File: src/rtl/fsic_serdes_pkg.sv
// Shared lane map, flow-control bit positions, FSM encoding and word payload for the FSIC serdes RX path.
package fsic_serdes_pkg;

    localparam int unsigned LANE_TDATA   = 0;
    localparam int unsigned TDATA_LANES  = 8;
    localparam int unsigned LANE_TSTRB   = 8;
    localparam int unsigned LANE_TKEEP   = 9;
    localparam int unsigned LANE_TIDUSER = 10;
    localparam int unsigned LANE_FC      = 11;

    localparam int unsigned FC_TREADY = 0;
    localparam int unsigned FC_TVALID = 1;
    localparam int unsigned FC_TLAST  = 2;

    typedef enum logic [1:0] {
        ST_IDLE   = 2'd0,
        ST_HUNT   = 2'd1,
        ST_LOCKED = 2'd2
    } rx_state_e;

    typedef struct packed {
        logic [31:0] tdata;
        logic [3:0]  tstrb;
        logic [3:0]  tkeep;
        logic [1:0]  tid;
        logic [1:0]  tuser;
        logic        tlast;
    } rx_word_t;

    localparam int unsigned RX_WORD_W = $bits(rx_word_t);

endpackage

File: src/rtl/fsic_rx_word_fifo.sv
// Small register FIFO holding decoded AXIS words; full+pop lets a push through on the same cycle.
module fsic_rx_word_fifo #(
    parameter int unsigned DEPTH = 4,
    parameter int unsigned WIDTH = 45
) (
    input  logic                     clk,
    input  logic                     rst_n,
    input  logic                     push,
    input  logic                     pop,
    input  logic [WIDTH-1:0]         wdata,
    output logic [WIDTH-1:0]         rdata,
    output logic [$clog2(DEPTH):0]   level,
    output logic                     drop_c
);

    localparam int unsigned AW = $clog2(DEPTH);
    localparam int unsigned LW = AW + 1;

    logic [WIDTH-1:0] mem [DEPTH];
    logic [AW-1:0]    wr_ptr;
    logic [AW-1:0]    rd_ptr;
    logic             pop_ok;
    logic             push_ok;
    logic [LW-1:0]    level_d;

    always_comb begin
        pop_ok  = pop && (level != '0);
        push_ok = push && ((level != LW'(DEPTH)) || pop_ok);
        drop_c  = push && !push_ok;
        level_d = level + LW'(push_ok) - LW'(pop_ok);
    end

    assign rdata = mem[rd_ptr];

    always_ff @(posedge clk or negedge rst_n) begin
        if (!rst_n) begin
            wr_ptr <= '0;
            rd_ptr <= '0;
            level  <= '0;
            for (int i = 0; i < DEPTH; i++) mem[i] <= '0;
        end else begin
            level <= level_d;
            if (push_ok) begin
                mem[wr_ptr] <= wdata;
                wr_ptr      <= wr_ptr + AW'(1);
            end
            if (pop_ok) rd_ptr <= rd_ptr + AW'(1);
        end
    end

endmodule

File: src/rtl/fsic_serdes_rx_deser.sv
// FSIC serdes receive deserializer: frame alignment, lane de-interleave and word FIFO.
// Optional dummy-bit lock check enabled by FSIC_RX_LOCK_CHECK_EN.
module fsic_serdes_rx_deser
    import fsic_serdes_pkg::*;
#(
    parameter int unsigned pSERIALIO_WIDTH = 12,
    parameter int unsigned pDATA_WIDTH     = 32,
    parameter int unsigned pCLK_RATIO      = 4,
    parameter int unsigned pRxFIFO_DEPTH   = 4
) (
    input  logic                       ioclk,
    input  logic                       axis_rst_n,
    input  logic                       rxen,
    input  logic [pSERIALIO_WIDTH-1:0] serial_rxd,
    output logic [pDATA_WIDTH-1:0]     is_as_tdata,
    output logic [pDATA_WIDTH/8-1:0]   is_as_tstrb,
    output logic [pDATA_WIDTH/8-1:0]   is_as_tkeep,
    output logic [1:0]                 is_as_tid,
    output logic [1:0]                 is_as_tuser,
    output logic                       is_as_tlast,
    output logic                       is_as_tvalid,
    input  logic                       is_as_tready_in,
    output logic                       is_as_tready_remote,
    output logic                       rx_locked,
    output logic                       fifo_almost_full,
    output logic                       overflow_err,
    output logic                       align_err
);

    localparam int unsigned PH_W    = $clog2(pCLK_RATIO);
    localparam int unsigned LAST_PH = pCLK_RATIO - 1;
    localparam int unsigned LW      = $clog2(pRxFIFO_DEPTH) + 1;

    rx_state_e                  state_q, state_d;
    logic [PH_W-1:0]            phase_q, phase_d;
    logic [pSERIALIO_WIDTH-1:0] ph_q [LAST_PH];
    logic                       cap_en;
    logic                       done;
    rx_word_t                   word_c;
    logic [pCLK_RATIO-1:0]      tu;
    logic [LAST_PH-1:0]         fc;
    rx_word_t                   word_q;
    logic                       push_q;
    rx_word_t                   head;
    logic [LW-1:0]              fifo_level;
    logic                       fifo_drop;
`ifdef FSIC_RX_LOCK_CHECK_EN
    logic                       lock_err;
`endif

    // Alignment FSM: HUNT treats the first FC-lane 1 as phase 0 of a frame
    always_comb begin
        state_d = state_q;
        phase_d = phase_q;
        cap_en  = 1'b0;
        done    = 1'b0;
`ifdef FSIC_RX_LOCK_CHECK_EN
        lock_err = 1'b0;
`endif
        case (state_q)
            ST_IDLE: begin
                if (rxen) state_d = ST_HUNT;
            end
            ST_HUNT: begin
                if (!rxen) begin
                    state_d = ST_IDLE;
                end else if (serial_rxd[LANE_FC]) begin
                    state_d = ST_LOCKED;
                    phase_d = PH_W'(1);
                    cap_en  = 1'b1;
                end
            end
            ST_LOCKED: begin
                if (!rxen) begin
                    state_d = ST_IDLE;
                    phase_d = '0;
                end else begin
                    cap_en  = 1'b1;
                    phase_d = (phase_q == PH_W'(LAST_PH)) ? '0 : phase_q + PH_W'(1);
                    if (phase_q == PH_W'(LAST_PH)) begin
`ifdef FSIC_RX_LOCK_CHECK_EN
                        if (serial_rxd[LANE_FC]) begin
                            lock_err = 1'b1;
                            state_d  = ST_HUNT;
                            phase_d  = '0;
                        end else begin
                            done = 1'b1;
                        end
`else
                        done = 1'b1;
`endif
                    end
                end
            end
            default: begin
                state_d = ST_IDLE;
                phase_d = '0;
            end
        endcase
    end

    // Reassemble the frame from the stored phases plus the live last-phase sample
    always_comb begin
        word_c = '0;
        tu     = '0;
        fc     = '0;
        for (int p = 0; p < LAST_PH; p++) begin
            for (int i = 0; i < TDATA_LANES; i++)
                word_c.tdata[i*pCLK_RATIO+p] = ph_q[p][LANE_TDATA+i];
            word_c.tstrb[p] = ph_q[p][LANE_TSTRB];
            word_c.tkeep[p] = ph_q[p][LANE_TKEEP];
            tu[p]           = ph_q[p][LANE_TIDUSER];
            fc[p]           = ph_q[p][LANE_FC];
        end
        for (int i = 0; i < TDATA_LANES; i++)
            word_c.tdata[i*pCLK_RATIO+LAST_PH] = serial_rxd[LANE_TDATA+i];
        word_c.tstrb[LAST_PH] = serial_rxd[LANE_TSTRB];
        word_c.tkeep[LAST_PH] = serial_rxd[LANE_TKEEP];
        tu[LAST_PH]           = serial_rxd[LANE_TIDUSER];
        word_c.tid            = tu[3:2];
        word_c.tuser          = tu[1:0];
        word_c.tlast          = fc[FC_TLAST];
    end

    always_ff @(posedge ioclk or negedge axis_rst_n) begin
        if (!axis_rst_n) begin
            state_q             <= ST_IDLE;
            phase_q             <= '0;
            rx_locked           <= 1'b0;
            push_q              <= 1'b0;
            word_q              <= '0;
            is_as_tready_remote <= 1'b0;
            overflow_err        <= 1'b0;
            for (int p = 0; p < LAST_PH; p++) ph_q[p] <= '0;
        end else begin
            state_q   <= state_d;
            phase_q   <= phase_d;
            rx_locked <= (state_d == ST_LOCKED);
            for (int p = 0; p < LAST_PH; p++)
                if (cap_en && (phase_q == PH_W'(p))) ph_q[p] <= serial_rxd;
            push_q <= done && fc[FC_TVALID];
            if (done) begin
                word_q              <= word_c;
                is_as_tready_remote <= fc[FC_TREADY];
            end
            if (fifo_drop) overflow_err <= 1'b1;
        end
    end

`ifdef FSIC_RX_LOCK_CHECK_EN
    always_ff @(posedge ioclk or negedge axis_rst_n) begin
        if (!axis_rst_n)   align_err <= 1'b0;
        else if (lock_err) align_err <= 1'b1;
    end
`else
    assign align_err = 1'b0;
`endif

    fsic_rx_word_fifo #(
        .DEPTH (pRxFIFO_DEPTH),
        .WIDTH (RX_WORD_W)
    ) u_fifo (
        .clk    (ioclk),
        .rst_n  (axis_rst_n),
        .push   (push_q),
        .pop    (is_as_tvalid && is_as_tready_in),
        .wdata  (word_q),
        .rdata  (head),
        .level  (fifo_level),
        .drop_c (fifo_drop)
    );

    assign is_as_tvalid     = (fifo_level != '0);
    assign fifo_almost_full = (fifo_level >= LW'(pRxFIFO_DEPTH - 1));
    assign is_as_tdata      = pDATA_WIDTH'(head.tdata);
    assign is_as_tstrb      = head.tstrb;
    assign is_as_tkeep      = head.tkeep;
    assign is_as_tid        = head.tid;
    assign is_as_tuser      = head.tuser;
    assign is_as_tlast      = head.tlast;

endmodule

File: config.mk
export PLATFORM = sky130hd
export DESIGN_NAME = fsic_serdes_rx_deser
export DESIGN_NICKNAME = d
export VERILOG_FILES = /design/src/rtl/fsic_serdes_pkg.sv /design/src/rtl/fsic_rx_word_fifo.sv /design/src/rtl/fsic_serdes_rx_deser.sv
export SDC_FILE = /design/constraint.sdc
export NUM_CORES = 1
export LEC_CHECK = 0
export CAP_MARGIN = 0
export CORE_MARGIN = 8
export CORE_UTILIZATION = 60
export DETAILED_ROUTE_END_ITERATION = 12
export PLACE_DENSITY = 0.89
export SLEW_MARGIN = 5
export SYNTH_ARGS = -nofsm -noshare
export SYNTH_HDL_FRONTEND = slang
export SYNTH_HIERARCHICAL = 1
export SYNTH_SLANG_ARGS = --single-unit
File: constraint.sdc
create_clock -name ioclk -period 4.4 [get_ports ioclk]
set_clock_uncertainty 0.2 [all_clocks]
set_input_delay 0.44 -clock ioclk [delete_from_list [all_inputs] [get_ports ioclk]]
set_output_delay 0.44 -clock ioclk [all_outputs]
set_load 0.02 [all_outputs]
==> out/summary.txt <==
Remaining antenna violation count -> 0
Synth Warn # -> 6
Endpoints failing setup -> 0
Tcrit/Tclk final -> 80.93%
Most common cell in the netlist -> dfrtp_1
Clock Sinks -> 276
Syn_area_per_cell -> 17.08 um^2
CP Class -> flop to flop
# IOs -> 67
List of most frequent post-synthesis cells -> 276 x dfrtp_1, 237 x mux2_2, 45 x mux4_2
Worst-path maximum fanout -> 6
Netlist area before placement -> 11910 um^2
CP startpoint kind -> flop
Vias/cell -> 5.907
Non-Filler Instances -> 1055
GP Congestion -> 0.7278
Cell variety after synth -> 41
Clock insertion delay at the later pin of the skew report -> 0.53 ns
Grt total ovfl -> 0
HP Class -> flop to flop
ANT cells -> 0
F_max -> 280.8 MHz
EDFF count, synth -> 0
Largest net degree at the start of global routing -> 128
1st-iter DRT viols -> 240
Max incr delay on CP -> 0.63 ns
CORE AREA -> 19460 um^2
Clk pin slew, worst setup/hold paths -> 0.06 ns
Die height -> 156.9 um
Post-synth top flop -> dfrtp_1
CTS Buf Count -> 28
Clock tree root buffer cell -> clkbuf_16
Worst Tran Pin Value -> 1.002 ns
Seq cells post-synth -> 276
Setup crit end kind -> flop
CTS tree -> done
# DRC -> 0
Inst Count DP -> 1004
Area Overhead vs Synth -> 14.55%
Area leader, netlist -> dfrtp_1
Register area share after synthesis -> 58.01%
Die X -> 156.9 um
RSZ-0062 raised after global routing -> false
CTS Buffer Depth -> 3
GR Util met2 -> 35.66%
Layout cells sized above 1 -> 47.97%
Critical path arrival -> 3.79 ns
Final slew viol count -> 0
GRT Max-Usage Layer -> met2
Final HPWL DP -> 14260 um
Global Route met3 Usage -> 3.723%
Post-layout min period -> 3.561 ns
1st-pass router iterations -> 4
Port Buf Inserts -> 65
Initial antenna violation count -> 0
Fillcell total -> 1229
Final Hold Viols -> 0
Initial Util -> 61.18%
Normalized max-slew margin -> 33.16%
First-pass GRT wire length -> 39340 um
Async SR Flop Fraction -> 100.0%
Crit path cell chain -> or3_1 -> and2_1 -> nor4b_4 -> nand2b_1 -> ha_1 -> inv_1 -> ha_1 -> inv_1 -> fa_1 -> xnor2_1 -> xnor2_1
GR Util All Layers -> 20.33%
Met1 usage in global routing -> 25.63%
Synth Instances -> 697
Critical Path RT -> 4.63 ns
Worst vdd ir -> 0.3160 mV
Top post-synthesis cells by area -> dfrtp_1 58%, mux2_2 22%, mux4_2 8.5%
Maxcap violations -> 0
Routed WL -> 23900 um
Nets -> 803
Vias -> 6232
Crit path max-delay cell type -> nor4b_4
Yosys top cell area share -> 58.01%
Setup TNS -> 0 ns
Number of global-route vias before repair -> 7187
Power Dens Cells -> 397.8 nW/um^2
Row cnt -> 51
Pleak -> 6.611 nW
Die Area -> 24610 um^2
H-tree levels -> 1
Drt wl/cell -> 22.65 um
Status -> complete, no violations
Syn Nets -> 730
[kinds of logic after synthesis]
group           synth area share, %
flops                         58.01
fa+ha+maj                     1.850
other cells                 0.03150
simple gates                  1.629
xor+xnor                     0.3678
buf+inv                       3.132
mux                           34.30
compound gates               0.6831
[critical path, delay by kind of cell (launching register included)]
family | cells | cell delay (ns)
XOR/XNOR | 2 | 0.41
adder cells (fa/ha/maj) | 3 | 0.77
buffers and inverters | 2 | 0.10
flip-flops | 1 | 0.48
AND/OR/NAND/NOR | 4 | 1.50
[registers in the layout (all words and copies together) (netlist names)]
| name | count |
|---|---|
| rx_locked | 1 |
| state_q | 2 |
| fc | 3 |
| u_fifo/level | 3 |
| ph_q | 33 |
| u_fifo/rd_ptr | 2 |
| u_fifo/mem | 180 |
| overflow_err | 1 |
| phase_q | 2 |
| is_as_tready_remote | 1 |
| word_q | 45 |
| u_fifo/wr_ptr | 2 |
| push_q | 1 |
[power breakdown]
| part | internal (mW) | switching (mW) |
|---|---|---|
| clock network | 1.42 | 0.950 |
| registers | 2.64 | 0.0659 |
| logic | 0.163 | 0.190 |
[repair_timing]
| item | 4_1_cts | 5_1_grt |
|---|---|---|
| hold endpoints to repair | 124 | 0 |
| resized for setup | 0 | 0 |
| buffers inserted | 0 | 0 |
| endpoints found under the setup margin | 0 | 0 |
| hold buffers | 1 | 0 |
[per-layer routing]
| metal | part of all wire [%] | wire, um |
|---|---|---|
| met1 | 42 | 10120 |
| met2 | 52 | 12380 |
| met3 | 4.0 | 952 |
| met4 | 1.8 | 442 |
| met5 | 0 | 0 |
[final cells by class]
type	count	area [um^2]	share of cell area, %
flip-flops and latches	276	6912	50.67
multi-input cells	373	4647	34.07
repair buffers	79	775.7	5.688
clock buffers	41	830.8	6.091
clock inverters	9	97.59	0.7155
well taps	265	331.6	2.431
inverters	12	45.04	0.3302
[stage by stage]
step / setup WS (ns) / instance area [um^2] / hold WS, ns / power, mW / util, %
floorplan: 1.190 / 11910 / -0.05559 / 2.960 / -
global route: 0.7138 / 13640 / 0.3039 / 5.605 / 70.08
CTS: 0.7723 / 13640 / 0.2794 / 5.468 / 70.08
detailed placement: 0.8641 / 12700 / 0.2658 / 3.100 / 65.26
global placement: 1.077 / 12700 / 0.2550 / 3.068 / 65.26
finish: 0.8391 / 13640 / 0.2784 / 5.426 / 70.08
[layout by cell type, fill, tap and decap left out, types with 4 or more instances in the layout]
| cell | n |
|---|---|
| inv_1 | 12 |
| mux4_2 | 45 |
| clkbuf_1 | 6 |
| buf_4 | 12 |
| clkbuf_8 | 6 |
| nor2_4 | 4 |
| mux2_4 | 24 |
| nand2_1 | 5 |
| clkdlybuf4s50_1 | 64 |
| clkinv_2 | 6 |
| mux2_2 | 237 |
| clkbuf_16 | 29 |
| dfrtp_1 | 274 |
| ha_1 | 16 |
| xnor2_1 | 4 |
[path summary, 6_finish.rpt]
path | from | endpoint | slack [ns] | cells past startpoint
worst max-delay path | u_fifo/level[1] | u_fifo/level[2] | 0.84 | 11
worst min-delay path | overflow_err | overflow_err | 0.28 | 1
worst max register to register | u_fifo/level[1] | u_fifo/level[2] | 0.84 | 11
worst min register to register | overflow_err | overflow_err | 0.28 | 1
max in group asynchronous | axis_rst_n | u_fifo/mem[33] | 2.55 | 3
min in group asynchronous | axis_rst_n | u_fifo/mem[147] | 0.36 | 2
(Power assumes the default switching activity.)
